<file path="src/rtl/prog_loader.sv">
// rtl/prog_loader.sv - load sequencer that clears ctrl_unit, streams a program into it and starts it
module prog_loader #(
  parameter int DEPTH = 16,
  parameter int AW    = 4
) (
  input  logic          clk,
  input  logic          rst,
  input  logic          start,
  input  logic [AW:0]   len,
  input  logic          autorun,
  input  logic          go,
  input  logic          abort,
  input  logic          in_valid,
  output logic          in_ready,
  input  logic [7:0]    in_data,
  output logic          ctrl_rst,
  output logic          load,
  output logic [7:0]    instr_i,
  output logic          state,
  output logic          busy,
  output logic          done,
  output logic          err,
  output logic          prog_valid,
  output logic [AW:0]   wr_cnt
);

  typedef enum logic [2:0] {
    S_IDLE   = 3'd0,
    S_CLEAR  = 3'd1,
    S_LOAD   = 3'd2,
    S_SETTLE = 3'd3,
    S_RUN    = 3'd4
  } fsm_t;

  localparam logic [AW:0] MAX_LEN = (AW+1)'(DEPTH);

  fsm_t        cur, nxt;
  logic [AW:0] len_q;
  logic        autorun_q;

  logic        len_ok, start_ok, can_start, xfer, last_word;

  logic        in_ready_d, ctrl_rst_d, load_d, state_d, busy_d, done_d, err_d, prog_valid_d;
  logic [7:0]  instr_d;
  logic [AW:0] wr_cnt_d;

  assign len_ok    = (len != '0) && (len <= MAX_LEN);
  assign can_start = (cur == S_IDLE) || (cur == S_RUN);
  assign start_ok  = can_start && start && len_ok;
  // in_ready is registered, so a transfer never depends combinationally on in_valid downstream
  assign xfer      = (cur == S_LOAD) && in_valid && in_ready;
  assign last_word = xfer && ((wr_cnt + 1'b1) == len_q);

  always_ff @(posedge clk) begin
    if (rst) begin
      cur        <= S_IDLE;
      len_q      <= '0;
      autorun_q  <= 1'b0;
      in_ready   <= 1'b0;
      ctrl_rst   <= 1'b0;
      load       <= 1'b0;
      instr_i    <= 8'h00;
      state      <= 1'b0;
      busy       <= 1'b0;
      done       <= 1'b0;
      err        <= 1'b0;
      prog_valid <= 1'b0;
      wr_cnt     <= '0;
    end else begin
      cur        <= nxt;
      in_ready   <= in_ready_d;
      ctrl_rst   <= ctrl_rst_d;
      load       <= load_d;
      instr_i    <= instr_d;
      state      <= state_d;
      busy       <= busy_d;
      done       <= done_d;
      err        <= err_d;
      prog_valid <= prog_valid_d;
      wr_cnt     <= wr_cnt_d;
      if (start_ok && !abort) begin
        len_q     <= len;
        autorun_q <= autorun;
      end
    end
  end

  always_comb begin
    nxt = cur;
    if (abort) begin
      nxt = S_IDLE;
    end else begin
      case (cur)
        S_IDLE: begin
          // start outranks go even when its len is rejected
          if (start) begin
            if (len_ok) nxt = S_CLEAR;
          end else if (go && prog_valid) begin
            nxt = S_RUN;
          end
        end
        S_CLEAR:  nxt = S_LOAD;
        S_LOAD:   if (last_word) nxt = S_SETTLE;
        S_SETTLE: nxt = autorun_q ? S_RUN : S_IDLE;
        S_RUN:    if (start && len_ok) nxt = S_CLEAR;
        default:  nxt = S_IDLE;
      endcase
    end
  end

  always_comb begin
    ctrl_rst_d   = (nxt == S_CLEAR);
    in_ready_d   = (nxt == S_LOAD);
    state_d      = (nxt == S_RUN);
    busy_d       = (nxt == S_CLEAR) || (nxt == S_LOAD) || (nxt == S_SETTLE);
    done_d       = (nxt == S_SETTLE);
    load_d       = xfer && !abort;
    instr_d      = (xfer && !abort) ? in_data : instr_i;
    err_d        = !abort && can_start && start && !len_ok;

    prog_valid_d = prog_valid;
    if (abort) begin
      if (cur == S_CLEAR || cur == S_LOAD || cur == S_SETTLE) prog_valid_d = 1'b0;
    end else if (start_ok) begin
      prog_valid_d = 1'b0;
    end else if (nxt == S_SETTLE) begin
      prog_valid_d = 1'b1;
    end

    wr_cnt_d = wr_cnt;
    if (!abort) begin
      if (start_ok) begin
        wr_cnt_d = '0;
      end else if (xfer && (wr_cnt != len_q)) begin
        wr_cnt_d = wr_cnt + 1'b1;
      end
    end
  end

endmodule
</file>
<file path="config.mk">
export PLATFORM = sky130hd
export DESIGN_NAME = prog_loader
export DESIGN_NICKNAME = d
export VERILOG_FILES = /design/src/rtl/prog_loader.sv
export SDC_FILE = /design/constraint.sdc
export NUM_CORES = 1
export LEC_CHECK = 0
export ABC_AREA = 1
export CAP_MARGIN = 20
export CORE_MARGIN = 5
export CORE_UTILIZATION = 28
export CTS_CLUSTER_DIAMETER = 60
export CTS_CLUSTER_SIZE = 40
export DETAILED_ROUTE_END_ITERATION = 10
export SETUP_SLACK_MARGIN = 0.5
export SYNTH_ARGS = -nofsm -noshare
export SYNTH_HDL_FRONTEND = slang
export SYNTH_SLANG_ARGS = --single-unit
</file>
<file path="constraint.sdc">
create_clock -name clk -period 4.2 [get_ports clk]
set_clock_uncertainty 0.15 [all_clocks]
set_input_delay 0.42 -clock clk [delete_from_list [all_inputs] [get_ports clk]]
set_output_delay 0.42 -clock clk [all_outputs]
set_load 0.03 [all_outputs]
</file>
==> results of run 1 <==
## placed cells by master (no fill, tap or decap), types with 3 or more instances in the layout
cell	instances
clkbuf_8	6
a21oi_1	20
o21ai_0	13
dfxtp_1	30
inv_1	26
nand2_1	36
nand3_1	15
nor2_1	17
xor2_1	3
clkdlybuf4s50_1	40
## worst min-delay path: cells and delay by family (launching register included)
kind                   cells  cell delay [ns]
AOI/OAI and AO/OA          1             0.05
buffers and inverters      1             0.05
DFF                        1             0.31
## through the flow
stage	setup slack [ns]	utilization	area (µm²)	std cells
floorplan	2.453	-	1343	182
global placement	1.958	0.3800	1783	271
detailed placement	1.962	0.3800	1783	271
CTS	2.131	0.4040	1896	278
global route	2.101	0.4040	1896	278
finish	2.153	0.4040	1896	278
## final cells by class
cell class | count | area (µm²)
Clock buffer | 6 | 82.58
Timing Repair Buffer | 40 | 400.4
Tap cell | 54 | 67.56
Clock inverter | 1 | 30.03
Inverter | 28 | 105.1
Fill cell | 500 | 2796
Sequential cell | 30 | 600.6
Multi-Input combinational cell | 119 | 609.3
## power breakdown
part | internal, µW | total [µW] | switching, µW
combinational | 26.3 | 53.1 | 26.7
clock | 189 | 294 | 105
sequential | 289 | 292 | 2.57
## path summary, 6_finish.rpt
path	cells past startpoint	to	from
min	2	instr_i[2]	instr_i[2]
max	1	wr_cnt[2]	wr_cnt[2]
min reg2reg	2	instr_i[2]	instr_i[2]
max reg2reg	9	busy	wr_cnt[0]
## layer usage
layer / global-route usage / wire (µm)
met1: 0.1243 / 1386
met2: 0.1869 / 1590
met3: 0.04195 / 176
met4: 0.04639 / 59
met5: 0 / 0
## logic make-up after synthesis
family                   count (synthesis)
AND/OR/NAND/NOR                         75
adder cells (fa/ha/maj)                  1
flip-flops                              30
XOR/XNOR                                 4
buffers and inverters                   33
AO/OA/AOI/OAI                           39
## sequential cells by signal, summed over array words and instances (netlist names)
register and cells:
instr_i 8, len_q 5, wr_cnt 5, cur 3, autorun_q 1, busy 1
ctrl_rst 1, done 1, err 1, in_ready 1, load 1, prog_valid 1
state 1
==> summary by stage, run 1 <==
Outcome
The flow ran to the end, and the final reports show no timing, DRC or antenna violations.

Clock tree
The number of hold-repair buffers added at the cts stage is 0. TritonCTS built the clock tree. Counting the buffers created by CTS gives 5.

The insertion delay of the later-clocked pin in the worst-skew pair is 0.28 ns. Counting along the longest clock path gives a buffer depth of 2. The buffer cell driving the clock tree root is clkbuf_8. The number of buffers inserted to repair setup after CTS is 0.

CTS built an H-tree with a depth of 2. The quantity of gates resized following cts is 0. After clock tree synthesis, the clock-pin slew on the worst setup and hold paths is 0.06 ns.

For this design, the sink count on the clock tree is 30.

Timing
The final number of hold-violating endpoints is 0. The accumulated negative setup slack is 0 ns. Setup violations remaining at the end of the flow were counted as 0.

For the pin with the worst max-slew slack, the measured transition is 0.6133 ns. Of the available clock period, the critical path in the final layout requires 0.4874. Hold timing on the final database bottoms out at a slack of 0.2955 ns. The peak clock frequency supported by timing is 488.5 MHz.

In this run the tightest slew margin relative to its limit is 0.5898. Setup repair after global routing left no endpoint under its margin. The number of max-slew violations in the final report is 0.

The clock period minus final worst setup slack is 2.047 ns.

Critical path
The worst setup path is of the flop to output port kind. The category of cells accounting for the largest share of critical-path delay is buffers and inverters. The largest incremental delay on the critical path is 0.73 ns. The required time of the worst setup path is 3.63 ns.

STA puts the critical path data arrival time at around 1.5 ns. The setup check on the worst reg-to-reg path leaves a slack of 2.49 ns. On the critical path, the stage with the largest delay is an instance of clkdlybuf4s50_1. The nature of the critical path endpoint is an output port.

The largest fanout of any net on the critical path is 7. The kind of launch point of the worst setup path is a flop. The number of buffer and inverter stages on the critical path is 1. Traced cell by cell, the critical path runs through clkdlybuf4s50_1.

Die
The area of the core is 0.004692 mm². From left edge to right edge, the die measures 79.25 µm. The die area is 0.006280 mm². The die is 79.25 µm tall. The number of ports placed on the die boundary is 41. The initial utilization of the core area, before any placement, comes to 0.2861.

The standard-cell row count is 25.

Yosys
Of the total synthesized cell area, the portion taken by XOR and XNOR cells is 0.02610. Among all cell types in the netlist, the one instantiated most often is nand2_1. The number of instances in the synthesized netlist is 182.

By area, the combinational part of the netlist is dominated by simple AND/OR/NAND/NOR gates. The combined area of all synthesized cells is 0.001343 mm². By area the synthesized netlist is led by dfxtp_1, nand2_1, a21oi_1. Of the total synthesized cell area, the portion taken by full adders, half adders and majority gates is 0.009320.

The main flop type after synthesis is dfxtp_1. The count of unique library cells instantiated by Yosys is 27. Of the post-synthesis cell area, the dominant cell type holds 0.4473.

Of the post-synthesis cell area, the part taken by muxes is 0. The post-synthesis area per instance is 7.377 µm². The Yosys step of the flow raised 0 warnings.

The number of flip-flops and latches in the synthesized netlist is 30. The area fraction in compound gates after synthesis is 0.1678. Counting flops with a built-in enable in the synthesized netlist gives 0. Sorting the synthesized cells by how often they occur yields nand2_1, dfxtp_1, inv_1. The number of nets in the synthesized netlist is 203. The sequential share of the synthesized area is 0.4473.

The post-synthesis simple-gate area fraction is 0.2507. The cell taking the most area after synthesis is dfxtp_1. The share of synthesized registers carrying an async set or reset is 0.

Detailed routing
The average vias per placed instance is 4.417. The average wire per cell in the routed design is 11.56 µm. The post-route antenna net violation count is 0.

For this run, the detailed router's first-pass iteration total came to 4. The overall via count from detail_route is 1228. For this block, the initial DRC count from the detailed router was between 50 and 60. The post-route DRC violation count is 0. After detailed routing, the total wire length is 3.213 mm.

GRT
The number of global-route vias before repair is 1199. The initial antenna violation count is 0. The largest net degree at the start of global routing is 19.

The wire length of the first global-routing pass is 5.354 mm. The total global routing overflow is 0. The overall routing resource usage is 0.1107.

Finish
The final net count is 245. The area added between synthesis and finish is 41.19%. In the final layout, the share of cells above drive strength 1 is 0.06250.

0 antenna diodes ended up in the layout.

Power and ir drop
Across the VDD grid, the largest voltage drop is about 170 µV. In this run the static leakage power is 0.0007632 µW. Total power for the finished layout comes to 638.7 µW.

For this design the ratio of total power to cell area is 336.9 mW/mm².

Worst hold path
The path class of the tightest hold or removal check is flop to flop.

Placed design
At the end of routability-driven placement, the weighted congestion stood at about 0.79. Once detailed placement completed, the half-perimeter wirelength came to 2.487 mm. The count of buffers added on input and output ports is 40.

Run
The number of violations of the max-capacitance limit is 0.
Note: power is estimated with default switching activity, not from simulation.
==> run 2, diff against run 1 <==
- clock period: 4.2 -> 2.15 ns (I/O delays scaled with it)
==> summary by stage, run 2 (same netlist as run 1, synthesis figures left out) <==
Finish
The number of inserted filler cells in the final layout is 503 (+0.60%). The largest registers in the layout are instr_i (8), len_q (5), wr_cnt (5). Counting flops per register, the top entry is instr_i. The post-layout instance count excluding filler cells is 283 (+1.8%).

The layout cell share with drive strength beyond 1 is 0.1485 (+0.08597). In the layout the commonest cells are nand2_1, dfxtp_1, inv_1. The final net count came to 249 (+1.6%).

The flip-flop count of the largest register, all copies and words added is 8 (unchanged). Relative to the synthesized area, the layout overhead comes to 46.41%. The number of diodes is 0 (unchanged). The final instance area is 0.001966 mm² (+3.7%).

The post-route core utilization is 0.4189 (+0.01493). Leaving out fill and tap cells, the most frequent cell in the layout is nand2_1.

Detailed routing
The first-pass detailed-route iteration total was 4 (unchanged). The average wire per cell in the routed design was 12.51 µm (+8.2%). The average vias per placed instance was 4.562 (+3.3%). The overall via count from detail_route is 1291 (+5.1%). The post-route antenna net violation count is 0 (unchanged). The post-route DRC violation count is 0 (unchanged). The first-iteration detailed-routing DRC count is 77 (+35%).

The post-detailed-routing wire length was 3.539 mm (+10%).

Die
The die extent in x came to 79.25 µm (unchanged). The chip height was 79.25 µm (unchanged). The die area is 0.006280 mm² (unchanged).

The effective utilization at floorplan is 0.2861 (unchanged). The standard-cell row count is 25 (unchanged). The area of the core is 0.004692 mm² (unchanged). The number of ports placed on the die boundary was 41 (unchanged).

Worst hold path
The startpoint identified for the worst hold timing path is instr_i[4]. The worst hold path class is flop to flop.

Critical path
The worst setup path is captured at a flop. In this run the worst setup path begins at wr_cnt[0]. The startpoint identified for the worst register-to-register timing path is wr_cnt[0].

The worst endpoint data arrival time is 1.62 ns (+0.14 ns). STA classifies the critical path startpoint as a flop. The required time of the worst setup path is 2.17 ns (-1.46 ns).

The class of the most critical setup path is flop to flop. The largest fanout of any net on the critical path is 6 (-1).

Clock tree
The insertion delay of the later-clocked pin in the worst-skew pair came to 0.28 ns (about the same). The clock edge transition at the registers on the reported setup and hold paths is 0.06 ns (about the same). The number of buffers inserted during clock tree synthesis is 5 (unchanged). The number of hold-repair buffers added at the cts stage is 0 (unchanged). The number of clock sinks is 30 (unchanged). The H-tree depth reported by CTS is 2 (unchanged). The buffer cell driving the clock tree root is clkbuf_8. The number of buffers on the longest clock path was 2 (unchanged).

The CTS tree is built.

Placed design
The area of placed instances is 0.001800 mm² (+0.98%). The routability congestion estimate came to 0.7241 (-8.5%). The post-DP HPWL is 2.538 mm (+2.1%). The placed instance count came to 273 (+0.74%).

The number of buffers added on ports is 40 (unchanged). The worst slack at placement is 0.1968 ns (-1.765 ns).

Timing
The peak clock frequency supported by timing is 627.0 MHz. The setup-violating endpoint count in the final report was 0 (unchanged). Setup repair after global routing could not meet its margin everywhere. The accumulated negative setup slack is 0 ns (unchanged). The smallest setup slack after layout is 0.5550 ns (-1.598 ns). Dividing the final minimum period by the clock period gives 0.7418. The number of max-slew violations in the final report is 0 (unchanged). The slew of the pin with the lowest slew margin is 0.4759 ns (-0.1374 ns).

The worst-case headroom to the max-slew limit is 0.6819 (+0.09210). The clock period minus final worst setup slack is 1.595 ns. The final number of hold-violating endpoints is 0 (unchanged).

GRT
The total global routing overflow is 0 (unchanged). The overall routing resource usage is 0.1128 (+0.002169). The largest net degree at the start of global routing is 19 (unchanged). The wire length of the first global-routing pass is 5.444 mm (+1.7%). The number of global-route vias before repair is 1174 (-2.1%). The initial antenna violation count was 0 (unchanged).

Power and ir drop
The internal power is 876.6 µW (+74%). The switching power of the nets is 277.1 µW (+110%). The relative contribution of sequential cells to total power is 0.491 (+0.034).

The part of the total power dissipated in combinational logic was 0.103 (+0.020). The switching share of power was 0.2402 (+0.03068). The leakage power figure was 0.0009483 µW (+24%).

The power per cell area is 586.9 mW/mm² (+74%). The clock share of power is 0.405 (-0.055). The peak ir drop on the vdd network is 308.4 µV (+86%).

Outcome
The run finished with clean final reports.

Run
The number of violations of the max-capacitance limit came to 0 (unchanged).
==> run 2: routing by layer <==
metal / global-route usage / share of wire / vias up
li1: - / - / 675
met1: 0.1334 / 0.44 / 586
met3: 0.03628 / 0.048 / 5
met5: 0 / 0 / -
met4: 0.04124 / 0.011 / 0
met2: 0.1902 / 0.50 / 25
==> run 2: layout make-up <==
| cell class | count | area (µm²) | share of cell area |
|---|---|---|---|
| Inverter | 28 | 105.1 | 0.05347 |
| Tap cell | 54 | 67.56 | 0.03437 |
| Timing Repair Buffer | 43 | 415.4 | 0.2113 |
| Clock buffer | 7 | 86.33 | 0.04392 |
| Clock inverter | 1 | 5.005 | 0.002546 |
| Multi-Input combinational cell | 120 | 674.4 | 0.3431 |
| Sequential cell | 30 | 611.8 | 0.3113 |
==> run 2: path summary, 6_finish.rpt <==
| path | depth (start not counted) | slack (ns) | to |
|---|---|---|---|
| max reg2reg | 11 | 0.56 | in_ready |
| min | 2 | 0.29 | instr_i[4] |
| max | 11 | 0.56 | in_ready |
| min reg2reg | 2 | 0.29 | instr_i[4] |
==> run 2: critical path: stages, from the launching register on <==
cell,delay [ns]
dfxtp_4,0.37
ha_4,0.17
inv_1,0.05
nand2_1,0.07
nand2_1,0.06
nand2_1,0.05
nand2_1,0.07
nand3_2,0.11
o21bai_4,0.18
nand2_2,0.09
nand2_1,0.07
nor2_1,0.04
==> run 2: power by group through the flow <==
stage | combinational (µW) | clock [µW] | sequential (µW)
after floorplan | 49.9 | 0 | 586
after global placement | 106 | 0 | 582
after detailed placement | 106 | 0 | 582
after CTS | 107 | 480 | 567
after global routing | 130 | 515 | 568
final | 119 | 467 | 567
==> run 2: timing repair <==
item | in CTS | in global routing
endpoints found under the setup margin | 20 | 22
buffers inserted | 0 | 1
pin swaps | 0 | 1
cloned | 0 | 1
resized for setup | 20 | 23
==> run 2: stage by stage <==
step           total power (µW)  hold slack, ns
6_report                   1154          0.2942
3_3_place_gp              687.6          0.2832
2_1_floorplan             635.6          0.1538
5_1_grt                    1213          0.3158
3_5_place_dp              688.1          0.2894
4_1_cts                    1154          0.2986
